[src/rtl/uart_rx_os_pkg.sv]
// Shared UART constants: frame defaults, line levels and receiver state codes.
// Imported by the receiver, its synchronizer and the port interface.
package uart_rx_os_pkg;

  localparam int DEF_DBITS = 8;
  localparam int DEF_OS    = 16;

  localparam logic LINE_IDLE = 1'b1;
  localparam logic STOP_LVL  = 1'b1;

  localparam logic [2:0] ST_IDLE  = 3'd0;
  localparam logic [2:0] ST_START = 3'd1;
  localparam logic [2:0] ST_DATA  = 3'd2;
  localparam logic [2:0] ST_STOP  = 3'd3;
  localparam logic [2:0] ST_BREAK = 3'd4;

endpackage

[src/rtl/uart_rx_os_if.sv]
// Receiver port bundle: timer tick and raw line in, byte and strobes out.
// master is the line/timer side, slave is the receiver.
interface uart_rx_os_if
  import uart_rx_os_pkg::*;
#(
  parameter int DBITS = DEF_DBITS
);

  logic             tick;
  logic             rx;
  logic [DBITS-1:0] data;
  logic             valid;
  logic             frame_err;
  logic             busy;

  modport master (
    output tick, rx,
    input  data, valid, frame_err, busy
  );

  modport slave (
    input  tick, rx,
    output data, valid, frame_err, busy
  );

endinterface

[src/rtl/uart_rx_os_sync_2ff.sv]
// 1-bit two-flop synchronizer for an asynchronous input.
// RST_VAL sets both flops on reset so the output starts at a known level.
module uart_rx_os_sync_2ff
  import uart_rx_os_pkg::*;
#(
  parameter logic RST_VAL = LINE_IDLE
) (
  input  logic clk,
  input  logic rst,
  input  logic d,
  output logic q
);

  logic meta_q;
  logic sync_q;

  always_ff @(posedge clk) begin
    if (rst) begin
      meta_q <= RST_VAL;
      sync_q <= RST_VAL;
    end else begin
      meta_q <= d;
      sync_q <= meta_q;
    end
  end

  assign q = sync_q;

endmodule

[src/rtl/uart_rx_os.sv]
// Oversampling 8N1 UART receiver driven by an external OS-per-bit tick.
// Samples mid-bit, strobes valid on a good stop bit, frame_err otherwise.
module uart_rx_os
  import uart_rx_os_pkg::*;
#(
  parameter int DBITS = DEF_DBITS,
  parameter int OS    = DEF_OS
) (
  input  logic        clk,
  input  logic        rst,
  uart_rx_os_if.slave bus
);

  localparam int SW = $clog2(OS);
  localparam int NW = (DBITS > 1) ? $clog2(DBITS) : 1;

  localparam logic [SW-1:0] S_HALF = SW'(OS / 2 - 1);
  localparam logic [SW-1:0] S_LAST = SW'(OS - 1);
  localparam logic [SW-1:0] S_ONE  = SW'(1);
  localparam logic [NW-1:0] N_LAST = NW'(DBITS - 1);
  localparam logic [NW-1:0] N_ONE  = NW'(1);

  logic rx_s;

  logic [2:0]       state_q, state_d;
  logic [SW-1:0]    s_cnt_q, s_cnt_d;
  logic [NW-1:0]    n_q, n_d;
  logic [DBITS-1:0] shreg_q, shreg_d;
  logic [DBITS-1:0] data_q, data_d;
  logic             valid_q, valid_d;
  logic             ferr_q, ferr_d;
  logic             busy_q, busy_d;

  uart_rx_os_sync_2ff #(
    .RST_VAL(LINE_IDLE)
  ) u_sync (
    .clk(clk),
    .rst(rst),
    .d  (bus.rx),
    .q  (rx_s)
  );

  always_comb begin
    state_d = state_q;
    s_cnt_d = s_cnt_q;
    n_d     = n_q;
    shreg_d = shreg_q;
    data_d  = data_q;
    valid_d = 1'b0;
    ferr_d  = 1'b0;
    unique case (state_q)
      ST_IDLE: begin
        // The detecting cycle's tick is deliberately not counted.
        if (rx_s != LINE_IDLE) begin
          state_d = ST_START;
          s_cnt_d = '0;
        end
      end
      ST_START: begin
        if (bus.tick) begin
          if (s_cnt_q == S_HALF) begin
            if (rx_s != LINE_IDLE) begin
              state_d = ST_DATA;
              s_cnt_d = '0;
              n_d     = '0;
            end else begin
              state_d = ST_IDLE;
            end
          end else begin
            s_cnt_d = s_cnt_q + S_ONE;
          end
        end
      end
      ST_DATA: begin
        if (bus.tick) begin
          if (s_cnt_q == S_LAST) begin
            shreg_d = {rx_s, shreg_q[DBITS-1:1]};
            s_cnt_d = '0;
            if (n_q == N_LAST) state_d = ST_STOP;
            else n_d = n_q + N_ONE;
          end else begin
            s_cnt_d = s_cnt_q + S_ONE;
          end
        end
      end
      ST_STOP: begin
        if (bus.tick) begin
          if (s_cnt_q == S_LAST) begin
            if (rx_s == STOP_LVL) begin
              data_d  = shreg_q;
              valid_d = 1'b1;
              state_d = ST_IDLE;
            end else begin
              ferr_d  = 1'b1;
              state_d = ST_BREAK;
            end
          end else begin
            s_cnt_d = s_cnt_q + S_ONE;
          end
        end
      end
      ST_BREAK: begin
        // Wait out a held-low line so it is not re-read as frames.
        if (rx_s == LINE_IDLE) state_d = ST_IDLE;
      end
      default: state_d = ST_IDLE;
    endcase
    busy_d = (state_d != ST_IDLE);
  end

  always_ff @(posedge clk) begin
    if (rst) begin
      state_q <= ST_IDLE;
      s_cnt_q <= '0;
      n_q     <= '0;
      shreg_q <= '0;
      data_q  <= '0;
      valid_q <= 1'b0;
      ferr_q  <= 1'b0;
      busy_q  <= 1'b0;
    end else begin
      state_q <= state_d;
      s_cnt_q <= s_cnt_d;
      n_q     <= n_d;
      shreg_q <= shreg_d;
      data_q  <= data_d;
      valid_q <= valid_d;
      ferr_q  <= ferr_d;
      busy_q  <= busy_d;
    end
  end

  assign bus.data      = data_q;
  assign bus.valid     = valid_q;
  assign bus.frame_err = ferr_q;
  assign bus.busy      = busy_q;

endmodule

[src/flat_wrapper.sv]
// flat-port wrapper written by rule: the top's interface ports become plain ports
module uart_rx_os_flat import uart_rx_os_pkg::*;
#(
  parameter int DBITS = DEF_DBITS,
  parameter int OS    = DEF_OS
)
  (clk, rst, bus_tick, bus_rx, bus_data, bus_valid, bus_frame_err, bus_busy);
  uart_rx_os_if #(.DBITS(DBITS)) bus_i ();
  input  logic clk;
  input  logic rst;
  input wire logic [$bits(bus_i.tick)-1:0] bus_tick;
  input wire logic [$bits(bus_i.rx)-1:0] bus_rx;
  output wire logic [$bits(bus_i.data)-1:0] bus_data;
  output wire logic [$bits(bus_i.valid)-1:0] bus_valid;
  output wire logic [$bits(bus_i.frame_err)-1:0] bus_frame_err;
  output wire logic [$bits(bus_i.busy)-1:0] bus_busy;
  assign bus_i.tick = bus_tick;
  assign bus_i.rx = bus_rx;
  assign bus_data = bus_i.data;
  assign bus_valid = bus_i.valid;
  assign bus_frame_err = bus_i.frame_err;
  assign bus_busy = bus_i.busy;
  uart_rx_os #(.DBITS(DBITS), .OS(OS)) u_core (.clk(clk), .rst(rst), .bus(bus_i));
endmodule
[config.mk]
export PLATFORM = sky130hd
export DESIGN_NAME = uart_rx_os_flat
export DESIGN_NICKNAME = d
export VERILOG_FILES = /design/src/rtl/uart_rx_os_pkg.sv /design/src/rtl/uart_rx_os_if.sv /design/src/rtl/uart_rx_os_sync_2ff.sv /design/src/rtl/uart_rx_os.sv /design/src/flat_wrapper.sv
export SDC_FILE = /design/constraint.sdc
export NUM_CORES = 1
export LEC_CHECK = 0
export ABC_AREA = 1
export CAP_MARGIN = 20
export CORE_MARGIN = 3
export CORE_UTILIZATION = 35
export CTS_BUF_LIST = sky130_fd_sc_hd__clkbuf_8 sky130_fd_sc_hd__clkbuf_16
export DETAILED_ROUTE_END_ITERATION = 8
export SYNTH_ARGS = -nofsm -noshare
export SYNTH_HDL_FRONTEND = slang
export SYNTH_HIERARCHICAL = 1
export SYNTH_SLANG_ARGS = --single-unit
[constraint.sdc]
create_clock -name clk -period 2.24 [get_ports clk]
set_clock_uncertainty 0.2 [all_clocks]
set_input_delay 0.224 -clock clk [delete_from_list [all_inputs] [get_ports clk]]
set_output_delay 0.224 -clock clk [all_outputs]
set_load 0.01 [all_outputs]
==> results of run 1 <==
[cell usage in the layout, fill, tap and decap left out, types with 3 or more instances in the layout]
cell type and count:
nand2_1 45, nor2_1 42, dfxtp_1 31, inv_1 30, o21ai_0 21, nand3_1 16, clkdlybuf4s50_1 14, a21oi_1 14
clkbuf_8 6, ha_1 3
[power by group through the flow]
stage                     clock network [mW]  registers, mW  logic [mW]
after floorplan                            0          0.574      0.0377
after global placement                     0          0.575      0.0574
after detailed placement                   0          0.575      0.0576
after CTS                              0.575          0.562      0.0582
after global routing                   0.596          0.563      0.0675
final                                  0.559          0.563      0.0574
[stage by stage]
step	util	hold slack, ns	cell area (um2)	worst slack (ns)
final	0.458	0.217	1740	0.441
after detailed placement	0.427	0.196	1620	0.305
after global placement	0.427	0.193	1620	0.347
after floorplan	-	0.0931	1420	0.667
after global routing	0.458	0.262	1740	0.154
after CTS	0.458	0.212	1740	0.422
[routing by layer]
| metal | vias up | GRT usage | wire length, um |
|---|---|---|---|
| li1 | 709 | - | - |
| met1 | 550 | 0.174 | 1560 |
| met2 | 19 | 0.199 | 1180 |
| met3 | 2 | 0.0435 | 137 |
| met4 | 0 | 0.0383 | 20 |
| met5 | - | 0 | 0 |
[state kept, by name, summed over array words and instances (netlist names)]
| register | count |
|---|---|
| u_core/s_cnt_q | 4 |
| u_core/bus.frame_err | 1 |
| u_core/state_q | 3 |
| u_core/u_sync/meta_q | 1 |
| u_core/shreg_q | 8 |
| u_core/n_q | 3 |
| u_core/bus.busy | 1 |
| u_core/bus.valid | 1 |
| u_core/u_sync/q | 1 |
| u_core/bus.data | 8 |
[how the worst min path moves through the flow]
stage | start | end | slack [ns] | cells past startpoint
2_1_floorplan | rst | u_core/s_cnt_q[1]$_SDFFE_PP0P_ | 0.09 | 1
4_1_cts | u_core/u_sync/meta_q$_SDFF_PP1_ | u_core/u_sync/q$_SDFF_PP1_ | 0.21 | 2
3_5_place_dp | u_core/u_sync/meta_q$_SDFF_PP1_ | u_core/u_sync/q$_SDFF_PP1_ | 0.20 | 2
6_report | u_core/u_sync/meta_q$_SDFF_PP1_ | u_core/u_sync/q$_SDFF_PP1_ | 0.22 | 2
3_3_place_gp | u_core/u_sync/meta_q$_SDFF_PP1_ | u_core/u_sync/q$_SDFF_PP1_ | 0.19 | 2
5_1_grt | u_core/u_sync/meta_q$_SDFF_PP1_ | u_core/u_sync/q$_SDFF_PP1_ | 0.26 | 2
[critical path, cell delays in order (launching register included)]
cell and delay (ns):
dfxtp_1 0.37, ha_1 0.22, nand3_1 0.15, nor2_1 0.21, nand3_1 0.25, o21ai_0 0.24, a21oi_1 0.05
[final cells by class]
class / instances / area, um2 / share of cell area
Multi-Input combinational cell: 148 / 673 / 0.387
Sequential cell: 31 / 621 / 0.357
Timing Repair Buffer: 15 / 148 / 0.0849
Inverter: 32 / 120 / 0.0691
Clock buffer: 6 / 82.6 / 0.0475
Tap cell: 48 / 60.1 / 0.0345
Clock inverter: 2 / 35.0 / 0.0201
[logic make-up (layout without fill, tap and decap cells)]
| logic type | Yosys count | after routing | synth area share |
|---|---|---|---|
| AO/OA/AOI/OAI | 35 | 35 | 0.123 |
| adder cells (fa/ha/maj) | 3 | 3 | 0.0264 |
| buffers and inverters | 34 | 55 | 0.0898 |
| flip-flops | 31 | 31 | 0.437 |
| AND/OR/NAND/NOR | 110 | 110 | 0.324 |
==> key figures, run 1 <==
Run status
  – Status: finished, final reports clean

Power
  – Flop pwr share: 0.477
  – Post-layout total power: 1.18 mW
  – Leak pwr: 0.805 nW
  – Max IR drop VDD: 0.445 mV
  – Comb power frac: 0.049
  – Clock power frac: 0.474
  – Switching power: 0.240 mW
  – Internal power: 0.939 mW
  – Pwr dens: 678 mW/mm2
  – Switch share: 0.204

Clock network
  – CTS tree: built
  – Total CTS buffers: 5
  – Root Driver: clkbuf_8
  – TritonCTS Sinks: 31
  – Clock-pin slew on the worst setup and hold paths: 0.06 ns
  – Setup bufs post-CTS: 0
  – CTS Hold Bufs: 0
  – H-Tree Depth: 2
  – # resized after CTS: 0
  – Clock latency on the worst-skew pair: 0.27 ns
  – CTS max path bufs: 2

Routing
  – DR iter-0 viols: 108
  – Drt pass-1 iters: 4
  – Drt drc: 0
  – Vias: 1280
  – Final WL: 2900 um
  – Avg WL per Cell: 10.3 um
  – Vias per cell: 4.54
  – Post-route ant nets: 0

Synth
  – Count leader, synth: nand2_1
  – Syn Area/Cell: 6.67 um2
  – Yosys cell types: 14
  – Async set or reset register ratio after synthesis: 0
  – #FFs+latches synth: 31
  – Seq/Total Area, Yosys: 0.437
  – Cell taking the most area after synthesis: dfxtp_1
  – Mapped Nets: 220
  – Yosys warnings: 6
  – Cells after Synth: 213
  – Largest cells by area after synthesis: dfxtp_1 44%, nand2_1 12%, nor2_1 11%
  – Post-synth EDFFs: 0
  – Post-synth top flop: dfxtp_1
  – Cell area after synthesis: 0.00142 mm2
  – Yosys top cell area share: 0.437
  – Top cells by count, synth: 45 x nand2_1, 42 x nor2_1, 31 x dfxtp_1

STA
  – Worst-margin pin slew: 0.300 ns
  – FMAX: 556 MHz
  – Unrepaired setup endpoints after global routing: no
  – Final hold violation count: 0
  – Crit path time final: 1.80 ns
  – Final Cycle Share: 0.803
  – Max-Slew Margin vs Limit: 0.799
  – Slew Limit Fails: 0
  – Final setup fails: 0
  – Setup TNS: 0 ns

Placed design
  – GP Congestion: 0.808
  – Placed cells: 274
  – HPWL Detailed: 2130 um
  – IO buf count: 14

Critical path
  – CP Launch Point: u_core/s_cnt_q[0]$_SDFFE_PP0P_
  – Reg2Reg Setup Slack: 0.44 ns
  – Worst setup path end: u_core/bus.data[7]$_SDFFE_PP0P_
  – CP max FO: 8
  – RR Endpoint: u_core/bus.data[7]$_SDFFE_PP0P_
  – Crit. End Element: register
  – Critical path arrival: 1.76 ns
  – Critical path startpoint category: register
  – R2R Path Start: u_core/s_cnt_q[0]$_SDFFE_PP0P_
  – CP required: 2.20 ns
  – Worst R2R Path Depth: 6
  – Crit Path Class: reg2reg

Floorplan
  – Site Rows: 22
  – Initial Util: 0.374
  – Die Ht: 69.7 um
  – Num ports: 15
  – Area of the die: 0.00486 mm2
  – Core area: 0.00380 mm2
  – Die width: 69.7 um

Global routing
  – Total congestion overflow: 0
  – First-pass GRT wire length: 5200 um
  – Vias in the first global route: 1170
  – Initial antenna violation count: 0
  – Maximum number of pins on one net before global-route repair: 25
  – GR Util All Layers: 0.130

Finish
  – Area grow syn2layout: 22.4%
  – Layout cells sized above 1: 0.0684
  – Non-Filler Instances: 282
  – Final nets: 240
  – Fillers: 409
  – N_diodes: 0

Job
  – Max-cap violations: 0

Worst hold path
  – HP Class: reg2reg
Note: power is estimated with default switching activity, not from simulation.
==> inputs of run 2 (changes only) <==
==> constraint.sdc (replaced) <==
create_clock -name clk -period 1.5 [get_ports clk]
set_clock_uncertainty 0.2 [all_clocks]
set_input_delay 0.15 -clock clk [delete_from_list [all_inputs] [get_ports clk]]
set_output_delay 0.15 -clock clk [all_outputs]
set_load 0.01 [all_outputs]
==> key figures, run 2 (synthesis gave the netlist of run 1 again) <==
Finish
  – Fillers: 383 (-6.4%)
  – Non-Filler Instances: 307 (+8.9%)
  – Most frequent cells in the layout: 38 x nand2_1, 32 x nor2_1, 28 x inv_1
  – Final nets: 265 (+10%)
  – N_diodes: 0 (unchanged)
  – Layout cells sized above 1: 0.344 (+0.275)
  – Most common cell after layout, fill and taps aside: nand2_1
  – Post-route cell area: 0.00215 mm2 (+24%)
  – Area grow syn2layout: 51.4%

Clock network
  – CTS tree: built
  – Clock latency on the worst-skew pair: 0.29 ns (+0.02 ns)
  – CTS max path bufs: 2 (unchanged)
  – Total CTS buffers: 5 (unchanged)
  – TritonCTS Sinks: 31 (unchanged)
  – Root Driver: clkbuf_8
  – Clock-pin slew on the worst setup and hold paths: 0.07 ns (about the same)
  – H-Tree Depth: 2 (unchanged)

STA
  – Final setup fails: 15 (+15)
  – Crit path time final: 1.55 ns (-0.250 ns)
  – Setup slack after layout: -0.0498 ns (-0.490 ns)
  – Final hold violation count: 0 (unchanged)
  – Final Cycle Share: 1.03 (+0.230)
  – Setup TNS: -0.272 ns (-0.272 ns)
  – Max-Slew Margin vs Limit: 0.824 (+0.0250)
  – Slew Limit Fails: 0 (unchanged)
  – Worst-margin pin slew: 0.262 ns (-0.0384 ns)
  – Unrepaired setup endpoints after global routing: yes
  – FMAX: 645 MHz (+16%)

Floorplan
  – Site Rows: 22 (unchanged)
  – Initial Util: 0.374 (unchanged)
  – Core area: 0.00380 mm2 (unchanged)
  – Die width: 69.7 um (unchanged)
  – Area of the die: 0.00486 mm2 (unchanged)
  – Die Ht: 69.7 um (unchanged)
  – Num ports: 15 (unchanged)

Global routing
  – M3 GR Usage: 0.0522 (+0.00870)
  – Global routing's busiest layer: met2
  – Initial antenna violation count: 0 (unchanged)
  – Maximum number of pins on one net before global-route repair: 25 (unchanged)
  – M2 GR Usage: 0.229 (+0.0297)
  – First-pass GRT wire length: 5980 um (+15%)
  – Total congestion overflow: 0 (unchanged)
  – Vias in the first global route: 1339 (+14%)
  – Met1 usage: 0.206 (+0.0315)
  – GR Util All Layers: 0.153 (+0.0227)

Power
  – Flop pwr share: 0.459 (-0.018)
  – Internal power: 1.43 mW (+52%)
  – Leak pwr: 1.09 nW (+36%)
  – Clock power frac: 0.470 (-0.004)
  – Comb power frac: 0.071 (+0.022)
  – Pwr dens: 855 mW/mm2 (+26%)
  – Switch share: 0.224 (+0.0200)
  – Max IR drop VDD: 0.371 mV (-17%)
  – Switching power: 0.412 mW (+71%)

Worst hold path
  – Hold_sp: bus_rx
  – HP Class: in2reg

Critical path
  – Critical path startpoint category: register
  – Critical path arrival: 1.57 ns (-0.19 ns)
  – Reg2Reg Setup Slack: -0.05 ns (-0.49 ns)
  – R2R Path Start: u_core/s_cnt_q[0]$_SDFFE_PP0P_
  – Crit Path Class: reg2reg
  – CP max FO: 6 (-2)
  – CP Launch Point: u_core/s_cnt_q[0]$_SDFFE_PP0P_
  – CP required: 1.52 ns (-0.68 ns)
  – Crit. End Element: register

Routing
  – Avg WL per Cell: 11.7 um (+14%)
  – Post-route ant nets: 0 (unchanged)
  – DR iter-0 viols: 134 (+24%)
  – Vias per cell: 4.63 (+2.0%)
  – Drt pass-1 iters: 4 (unchanged)
  – Final WL: 3610 um (+24%)
  – Drt drc: 0 (unchanged)
  – Vias: 1421 (+11%)

Placed design
  – Placed cell area: 0.00183 mm2 (+13%)
  – Placed cells: 296 (+8.0%)
  – Worst slack, placed: -0.282 ns (-0.587 ns)
  – IO buf count: 14 (unchanged)
  – HPWL Detailed: 2420 um (+13%)
  – GP Congestion: 0.893 (+11%)

Run status
  – Status: finished, violations left
  – Violated checks: setup timing

Job
  – Max-cap violations: 0 (unchanged)
run 2: cell types whose count changed in the layout (fill, tap and decap cells not counted), moves of 7 or more:
| cell | change |
|---|---|
| a21oi_2 | +10 |
| o21ai_0 | -9 |
| clkdlybuf4s50_1 | -11 |
| a21oi_1 | -10 |
| nor2_1 | -10 |
| nand2_1 | -7 |
| buf_4 | +22 |
run 2: worst paths after layout:
| path | end | cells after the start |
|---|---|---|
| worst max-delay path | u_core/shreg_q[0]$_SDFFE_PP0P_ | 8 |
| worst min-delay path | u_core/u_sync/meta_q$_SDFF_PP1_ | 3 |
| worst max register to register | u_core/shreg_q[0]$_SDFFE_PP0P_ | 8 |
| worst min register to register | u_core/u_sync/q$_SDFF_PP1_ | 2 |
run 2: metal layers:
metal,part of all wire,routed length (um)
met1,0.50,1790
met3,0.037,134
met4,0.011,40
met5,0,0
met2,0.45,1640
run 2: repair_timing:
item                       4_1_cts  5_1_grt
setup endpoints to repair       32       34
hold buffers                     0        0
pin swaps                        7       10
cloned                           1        0
buffers inserted                 1        1
resized for setup               29       42
run 2: area by class of cell:
| class | instances | area (um2) | area share |
|---|---|---|---|
| Clock buffer | 6 | 82.6 | 0.0384 |
| Clock inverter | 2 | 35.0 | 0.0163 |
| Inverter | 32 | 120 | 0.0558 |
| Multi-Input combinational cell | 149 | 877 | 0.408 |
| Sequential cell | 31 | 628 | 0.292 |
| Tap cell | 48 | 60.1 | 0.0279 |
| Timing Repair Buffer | 39 | 349 | 0.162 |
run 2: through the flow:
stage | power, mW | util | hold WS, ns
after CTS | 1.85 | 0.532 | 0.182
after detailed placement | 0.970 | 0.481 | 0.209
after floorplan | 0.916 | - | 0.0117
final | 1.84 | 0.567 | 0.183
after global placement | 0.970 | 0.481 | 0.190
after global routing | 1.92 | 0.567 | 0.213
run 2: worst max-delay path: stages, from the launching register on:
cell     delay [ns]
dfxtp_2        0.35
ha_4           0.16
nand2_4        0.07
nor2_4         0.14
nand2_4        0.08
nor2_4         0.16
buf_4          0.14
o21ai_0        0.07
nor2_1         0.11
run 2: power by group through the flow:
stage,clock network (mW),logic [mW],registers (mW)
floorplan,0,0.0572,0.859
global placement,0,0.111,0.859
detailed placement,0,0.112,0.858
CTS,0.886,0.117,0.842
global route,0.934,0.147,0.844
finish,0.865,0.131,0.843
==> inputs of run 3 (changes only) <==
--- a/config.mk
+++ b/config.mk
@@ -10,6 +10,7 @@
 export CORE_MARGIN = 3
 export CORE_UTILIZATION = 35
 export CTS_BUF_LIST = sky130_fd_sc_hd__clkbuf_8 sky130_fd_sc_hd__clkbuf_16
+export CTS_CLUSTER_SIZE = 30
 export DETAILED_ROUTE_END_ITERATION = 8
 export SYNTH_ARGS = -nofsm -noshare
 export SYNTH_HDL_FRONTEND = slang
==> results of run 3 <==
Same layout as run 2: the final DEF is identical, and so are final timing and power.
